$ cat src/rtl/nibble_pack_pkg.sv
// Shared types and width constants for the nibble pack scheduler.
package nibble_pack_pkg;

    localparam int A_W = 8;
    localparam int B_W = 7;
    localparam int D_W = 8;

    typedef enum logic [1:0] {
        MODE_SPLIT  = 2'd0,
        MODE_SWAP2  = 2'd1,
        MODE_PASS_A = 2'd2,
        MODE_PASS_B = 2'd3
    } mode_e;

    typedef enum logic [1:0] {
        IDLE  = 2'd0,
        BEAT0 = 2'd1,
        BEAT1 = 2'd2
    } state_e;

endpackage

$ cat src/rtl/nibble_beat_fmt.sv
// Slice/concat table: turns a captured A/B pair, its mode and the beat index
// into one output byte plus its last-beat flag.
module nibble_beat_fmt
    import nibble_pack_pkg::*;
(
    input  logic [A_W-1:0] i_a,
    input  logic [B_W-1:0] i_b,
    input  mode_e          i_mode,
    input  logic           i_beat,
    output logic [D_W-1:0] o_data,
    output logic           o_last
);

    // Select the beat layout; only the two-beat swap format looks at the beat index.
    always_comb begin
        o_data = '0;
        o_last = 1'b1;
        case (i_mode)
            MODE_SPLIT: begin
                o_data = {i_b[6:3], i_a[3:0]};
            end
            MODE_SWAP2: begin
                if (i_beat) begin
                    o_data = {i_b[3:0], i_a[7:4]};
                    o_last = 1'b1;
                end else begin
                    o_data = {i_a[3:0], i_b[3:0]};
                    o_last = 1'b0;
                end
            end
            MODE_PASS_A: begin
                o_data = i_a;
            end
            MODE_PASS_B: begin
                o_data = {1'b0, i_b};
            end
            default: begin
                o_data = '0;
                o_last = 1'b1;
            end
        endcase
    end

endmodule

$ cat src/rtl/nibble_pack_sched.sv
// Joins an A and a B operand into one pair and plays it out as a one- or
// two-beat byte burst, with zero-bubble hand-off between consecutive pairs.
module nibble_pack_sched
    import nibble_pack_pkg::*;
#(
    parameter int CNT_W = 16
) (
    input  logic             i_clk,
    input  logic             i_rst,
    input  logic             i_a_valid,
    output logic             o_a_ready,
    input  logic [A_W-1:0]   i_a_data,
    input  logic             i_b_valid,
    output logic             o_b_ready,
    input  logic [B_W-1:0]   i_b_data,
    input  logic [1:0]       i_mode,
    output logic             o_d_valid,
    input  logic             i_d_ready,
    output logic [D_W-1:0]   o_d_data,
    output logic             o_d_last,
    output logic [1:0]       o_c_out,
    output logic             o_busy,
    output logic [CNT_W-1:0] o_pair_count
);

    state_e           r_state;
    logic [A_W-1:0]   r_a;
    logic [B_W-1:0]   r_b;
    mode_e            r_mode;
    logic [1:0]       r_c;
    logic             r_d_valid;
    logic [D_W-1:0]   r_d_data;
    logic             r_d_last;
    logic [CNT_W-1:0] r_count;

    logic             w_accept;
    logic             w_done;
    logic             w_space;
    logic             w_load;
    logic             w_adv;
    logic [A_W-1:0]   w_fmt_a;
    logic [B_W-1:0]   w_fmt_b;
    mode_e            w_fmt_mode;
    logic             w_fmt_beat;
    logic [D_W-1:0]   w_fmt_data;
    logic             w_fmt_last;

    assign w_accept = r_d_valid & i_d_ready;
    assign w_done   = w_accept & r_d_last;
    assign w_space  = (r_state == IDLE) | w_done;
    assign w_load   = w_space & i_a_valid & i_b_valid & ~i_rst;
    assign w_adv    = w_accept & ~r_d_last;

    // The formatter sees the incoming pair when loading (beat 0), otherwise
    // the held pair for its second beat, so the beat byte can be registered.
    assign w_fmt_a    = w_load ? i_a_data : r_a;
    assign w_fmt_b    = w_load ? i_b_data : r_b;
    assign w_fmt_mode = w_load ? mode_e'(i_mode) : r_mode;
    assign w_fmt_beat = ~w_load;

    nibble_beat_fmt u_fmt (
        .i_a    (w_fmt_a),
        .i_b    (w_fmt_b),
        .i_mode (w_fmt_mode),
        .i_beat (w_fmt_beat),
        .o_data (w_fmt_data),
        .o_last (w_fmt_last)
    );

    // Burst sequencer: capture on load, step to the second beat, count completed pairs.
    always_ff @(posedge i_clk) begin
        if (i_rst) begin
            r_state   <= IDLE;
            r_a       <= '0;
            r_b       <= '0;
            r_mode    <= MODE_SPLIT;
            r_c       <= '0;
            r_d_valid <= 1'b0;
            r_d_data  <= '0;
            r_d_last  <= 1'b0;
            r_count   <= '0;
        end else begin
            if (w_done) begin
                r_count <= r_count + CNT_W'(1);
            end
            if (w_load) begin
                r_a       <= i_a_data;
                r_b       <= i_b_data;
                r_mode    <= mode_e'(i_mode);
                r_c       <= i_a_data[3:2];
                r_state   <= BEAT0;
                r_d_valid <= 1'b1;
                r_d_data  <= w_fmt_data;
                r_d_last  <= w_fmt_last;
            end else if (w_adv) begin
                r_state   <= BEAT1;
                r_d_data  <= w_fmt_data;
                r_d_last  <= w_fmt_last;
            end else if (w_done) begin
                r_state   <= IDLE;
                r_d_valid <= 1'b0;
                r_d_last  <= 1'b0;
            end
        end
    end

    assign o_a_ready    = w_load;
    assign o_b_ready    = w_load;
    assign o_d_valid    = r_d_valid;
    assign o_d_data     = r_d_data;
    assign o_d_last     = r_d_last;
    assign o_c_out      = r_c;
    assign o_busy       = (r_state != IDLE);
    assign o_pair_count = r_count;

endmodule

$ cat config.mk
export PLATFORM = sky130hd
export DESIGN_NAME = nibble_pack_sched
export DESIGN_NICKNAME = d
export VERILOG_FILES = /design/src/rtl/nibble_pack_pkg.sv /design/src/rtl/nibble_beat_fmt.sv /design/src/rtl/nibble_pack_sched.sv
export SDC_FILE = /design/constraint.sdc
export NUM_CORES = 1
export LEC_CHECK = 0
export ABC_CLOCK_PERIOD_IN_PS = 1900
export BUFFER_PORTS_ARGS = -buffer_cell sky130_fd_sc_hd__buf_2
export CORE_UTILIZATION = 46
export DETAILED_ROUTE_END_ITERATION = 12
export PLACE_DENSITY = 0.72
export RECOVER_POWER = 100
export SLEW_MARGIN = 20
export SYNTH_ARGS = -nofsm -noshare
export SYNTH_HDL_FRONTEND = slang
export SYNTH_SLANG_ARGS = --single-unit
$ cat constraint.sdc
create_clock -name i_clk -period 1.9 [get_ports i_clk]
set_input_delay 0.095 -clock i_clk [delete_from_list [all_inputs] [get_ports i_clk]]
set_output_delay 0.095 -clock i_clk [all_outputs]
set_load 0.005 [all_outputs]
# --- Word level (Yosys, flattened, before mapping) ---
# Cells that the tools add are included.
op_classes:
  muxes: 17
  n_eq_ne: 4
  bitwise: 9
  add_sub_neg: 1
  reduce_logical: 9
op_table:
  columns: ["operator", "count"]
  rows:
  - ["$mux 8", 4]
  - ["$pmux 8 s4", 1]
  - ["$add 16x1->16 const B", 1]
  - ["$mux 1", 8]
  - ["$reduce_bool 2->1", 4]
  - ["$mux 7", 1]
  - ["$and 1x1->1", 6]
  - ["$mux 2", 3]
  - ["$eq 2x2->1 const B", 2]
  - ["$logic_not 2->1", 2]
  - ["$reduce_bool 3->1", 1]
  - ["$eq 2x1->1 const B", 1]
  - ["$ne 2x2->1 const B", 1]
  - ["$not 1->1", 2]
  - ["$reduce_and 2->1", 1]
  - ["$reduce_or 2->1", 1]
  - ["$or 1x1->1", 1]
totals:
  reg_bits: 47
  inputBits: 22
  output_inout_bits: 31

# --- Depth between registers and ports, before layout ---
depth:
  ltp_word: 11
  ltp_mapped: 7

# --- By module ---
# From an unflattened synthesis, not the netlist that was laid out.
unflattened:
  hier_cells: 259
  area_unflattened_um2: 2348.5
modules_own_cells:
  columns: ["mod", "cells_per_inst", "n_inst", "area_each_um2"]
  rows:
  - ["nibble_pack_sched", 233, 1, 2117.0]
  - ["nibble_beat_fmt", 26, 1, 231.5]

# --- Worst setup path before layout ---
# OpenSTA, ideal clock, no wires.
synth_path:
  path_type: "register -> register"
  start: "register r_d_valid (netlist: o_d_valid)"
  end: "register r_d_last (netlist: o_d_last)"
  synth_period_minus_slack_ns: 1.521
  arrival_ns: 1.435
  path_stages_with_launch: 7
  setup_slack_ns: 0.379
  cell_sequence: "dfxtp_1 -> and3_1 -> buf_6 -> o21ai_4 -> inv_2 -> mux2_4 -> a221oi_2"
synth_via:
  elab_chain_cells: 11
  elab_cells_between_ends: 14
  classes_between: "1 x eq/ne; 5 x mux; 7 x bitwise; 1 x reduce/logical"
synth_lines:
  columns: ["element", "line_no", "source"]
  rows:
  - ["start, declared", "nibble_pack_sched.sv:31", "logic r_d_valid;"]
  - ["start signal, assigned", "nibble_pack_sched.sv:78", "r_d_valid <= 1'b0;"]
  - ["start signal, assigned", "nibble_pack_sched.sv:92", "r_d_valid <= 1'b1;"]
  - ["start signal, assigned", "nibble_pack_sched.sv:101", "r_d_valid <= 1'b0;"]
  - ["$and 1x1->1 *", "nibble_pack_sched.sv:48", "assign w_accept = r_d_valid & i_d_ready;"]
  - ["$and 1x1->1", "nibble_pack_sched.sv:49", "assign w_done = w_accept & r_d_last;"]
  - ["$or 1x1->1", "nibble_pack_sched.sv:50", "assign w_space = (r_state == IDLE) | w_done;"]
  - ["$and 1x1->1 (3 in series)", "nibble_pack_sched.sv:51", "assign w_load = w_space & i_a_valid & i_b_valid & ~i_rst;"]
  - ["$mux 2", null, null]
  - ["$eq 2x1->1", "nibble_beat_fmt.sv:18", "case (i_mode)"]
  - ["$mux 1", "nibble_beat_fmt.sv:18", null]
  - ["$mux 1", "nibble_pack_sched.sv:95", "end else if (w_adv) begin"]
  - ["$mux 1", "nibble_pack_sched.sv:86", "if (w_load) begin"]
  - ["end signal, assigned", "nibble_pack_sched.sv:94", "r_d_last <= w_fmt_last;"]
  - ["end signal, assigned", "nibble_pack_sched.sv:98", "r_d_last <= w_fmt_last;"]
  - ["end, declared", "nibble_pack_sched.sv:33", "logic r_d_last;"]
# Every way passes the cells marked *; elsewhere a longest branch is shown, timed or not.
# A chain may end at the register's enable or synchronous reset.

# --- Final worst setup path ---
layout_path:
  start: "register r_d_valid (netlist: o_d_valid)"
  end: "register r_count[14] (netlist: o_pair_count[14])"
layout_via:
  elab_chain_cells: 2
layout_lines:
  columns: ["element", "line_no", "source"]
  rows:
  - ["$and 1x1->1", "nibble_pack_sched.sv:48", null]
  - ["$and 1x1->1", "nibble_pack_sched.sv:49", null]
  - ["end signal, assigned", "nibble_pack_sched.sv:84", "r_count <= r_count + CNT_W'(1);"]
  - ["end, declared", "nibble_pack_sched.sv:34", "logic [CNT_W-1:0] r_count;"]
# No other way between the ends.

==> results.cfg <==
[outcome]
status = finished, final reports clean

[cts]
cts.path.max_buffers = 2
htreeDepth = 2
cts_resized = 0
cts_setup_buffers = 0
clk_latency_ns = 0.29
root_buffer = clkbuf_8
tritoncts = yes
cts_buffers = 5
holdBufCountCts = 0
clkSlewWorstSetupHoldPaths_ns = 0.08
clock_sinks = 47

[power]
leakage_uw = 0.000975
total_power_uw = 1820
powerDensity_nw_per_um2 = 700
ir_drop_v = 0.000345

[drt]
first_pass_iters = 4
drt-initial-drc-count = 135
drc = 0
wirelength_um = 5090
vias = 2025
post_drt_wl_per_cell_um = 13.5
postRouteAntennaNets = 0
vias_per_cell = 5.37

[yosys]
synth-edff-count = 0
synth_common_cells = nand2_1, dfxtp_1, a21oi_1, nor2_1, mux2i_1
ys.flop_type = dfxtp_1
seq_area_frac_synth_pct = 41.1
yosysTopAreaCell = dfxtp_1
async_flop_share_pct = 0
ys.warnings.count = 0
synth_fp_nets = 288
synth_top_area_share_pct = 41.1
ys_ff_latch = 47
yosysMostFrequentCell = nand2_1
synth_area_um2 = 2290
ys_types = 41
avgSynthCellArea_um2 = 8.64
synthTopCellsByArea = dfxtp_1, nand2_1, a21oi_1
syn_inst = 265

[floorplan]
die_h_um = 72.6
rows = 25
fp.dieArea_um2 = 5260
ios = 53
core_um2 = 4750
initial_core_util_pct = 48.2
die_width_um = 72.6

[global_route]
grt_max_degree = 49
grtUsageTotal_pct = 20.3
gr-total-overflow = 0
grt_antenna_before_repair = 0
grt_pass1_wl_um = 8270
grt_pass1_vias = 1764

[timing]
slew_viol_final = 0
fin_skew_ns = 0.00386
tightest_slew_ns = 0.606
slew_headroom_pct = 59.6
setup_slack_ns = 0.126
setup-violations-final = 0
hold_viol = 0
period_needed_ns = 1.77
max_freq_mhz = 564
rsz0062_at_grt = no
fin_tns_setup_ns = 0
period_share_pct = 93.3

[cells_and_area]
fin_util_pct = 54.6
final_net_count = 334
drive_gt1_share_pct = 17.7
synthToLayoutAreaGrowth_pct = 13.3
nFillCells = 486
n_antenna_cell = 0

[worst_setup_path]
critPathArrivalTime_ns = 2.00
crit_required_ns = 2.13
end_kind = flop
path_class = reg2reg
critPathLaunchType = flop
cp_max_fo = 9

[place]
hpwl_um = 3670
gp_congestion = 0.816
port-buffer-count = 52
dp_slack_ns = 0.198

[job]
cap_violations = 0

[worst_hold_path]
hold_class = in2reg
==> placed cells by master, fill, tap and decap left out, types with 3 or more instances in the layout <==
master / instances
a21oi_1: 38
a311oi_1: 3
and3_1: 3
buf_2: 38
clkbuf_1: 18
clkbuf_8: 5
dfxtp_1: 47
mux2i_1: 10
mux4_2: 6
nand2_1: 57
nand3_1: 6
nand4_1: 4
nor2_1: 19
o211ai_1: 8
o21ai_0: 4
o31ai_1: 4
or4_1: 4
xor2_1: 8
==> worst paths after layout <==
path	slack, ns	endpoint	cells after the start	from
max	0.13	o_pair_count[14]	4	o_d_valid
min	0.04	r_a[5]	3	i_a_data[5]
max reg2reg	0.13	o_pair_count[14]	4	o_d_valid
min reg2reg	0.45	o_c_out[0]	2	o_c_out[0]
==> report_power, final <==
group	switching, uW	internal, uW
Combinational	126	92.6
Sequential	30.8	1020
Clock	301	246
Total	458	1360
==> final cells by class <==
cell class / instances / area (um2) / share of cell area (%)
clock buffer: 6 / 72.6 / 2.80
inverter: 3 / 11.3 / 0.434
multi-input combinational: 197 / 1220 / 46.9
sequential: 47 / 941 / 36.3
tap: 67 / 83.8 / 3.23
timing repair buffer: 57 / 269 / 10.4
==> routing by layer <==
| metal | GRT usage, % | vias to the layer above | wire length (um) |
|---|---|---|---|
| met5 | 0 | - | 0 |
| met4 | 6.97 | 0 | 63 |
| met3 | 3.75 | 7 | 289 |
| met2 | 31.7 | 59 | 2350 |
| met1 | 28.2 | 931 | 2390 |
| li1 | - | 1028 | - |
==> cells by family (layout without fill, tap and decap cells) <==
logic type | count (synthesis) | in the layout | synth area share [%]
AND/OR/NAND/NOR | 106 | 106 | 21.9
AO/OA/AOI/OAI | 63 | 63 | 17.1
flip-flops | 47 | 47 | 41.1
buffers and inverters | 21 | 66 | 4.59
multiplexers | 17 | 17 | 10.9
XOR/XNOR | 10 | 10 | 3.83
adder cells (fa/ha/maj) | 1 | 1 | 0.546
==> through the flow <==
stage | area (um2) | instances | hold slack, ns
after global placement | 2580 | 371 | 0.348
after floorplan | 2290 | 265 | 0.200
after CTS | 2650 | 377 | 0.0364
final | 2590 | 377 | 0.0416
after detailed placement | 2580 | 371 | 0.352
after global routing | 2590 | 377 | 0.0535
==> worst max-delay path: stages, from the launching register on <==
cell,delay (ns)
dfxtp_1,0.45
and4_1,0.46
nand4_1,0.22
or4_1,0.43
a21oi_1,0.14
==> state kept, by name (all words and copies together) (netlist names) <==
name / cells
o_pair_count: 16
o_d_data: 8
r_a: 8
r_b: 7
o_c_out: 2
r_mode: 2
r_state: 2
o_d_last: 1
o_d_valid: 1
No activity file was read; power rests on OpenSTA's default activity.
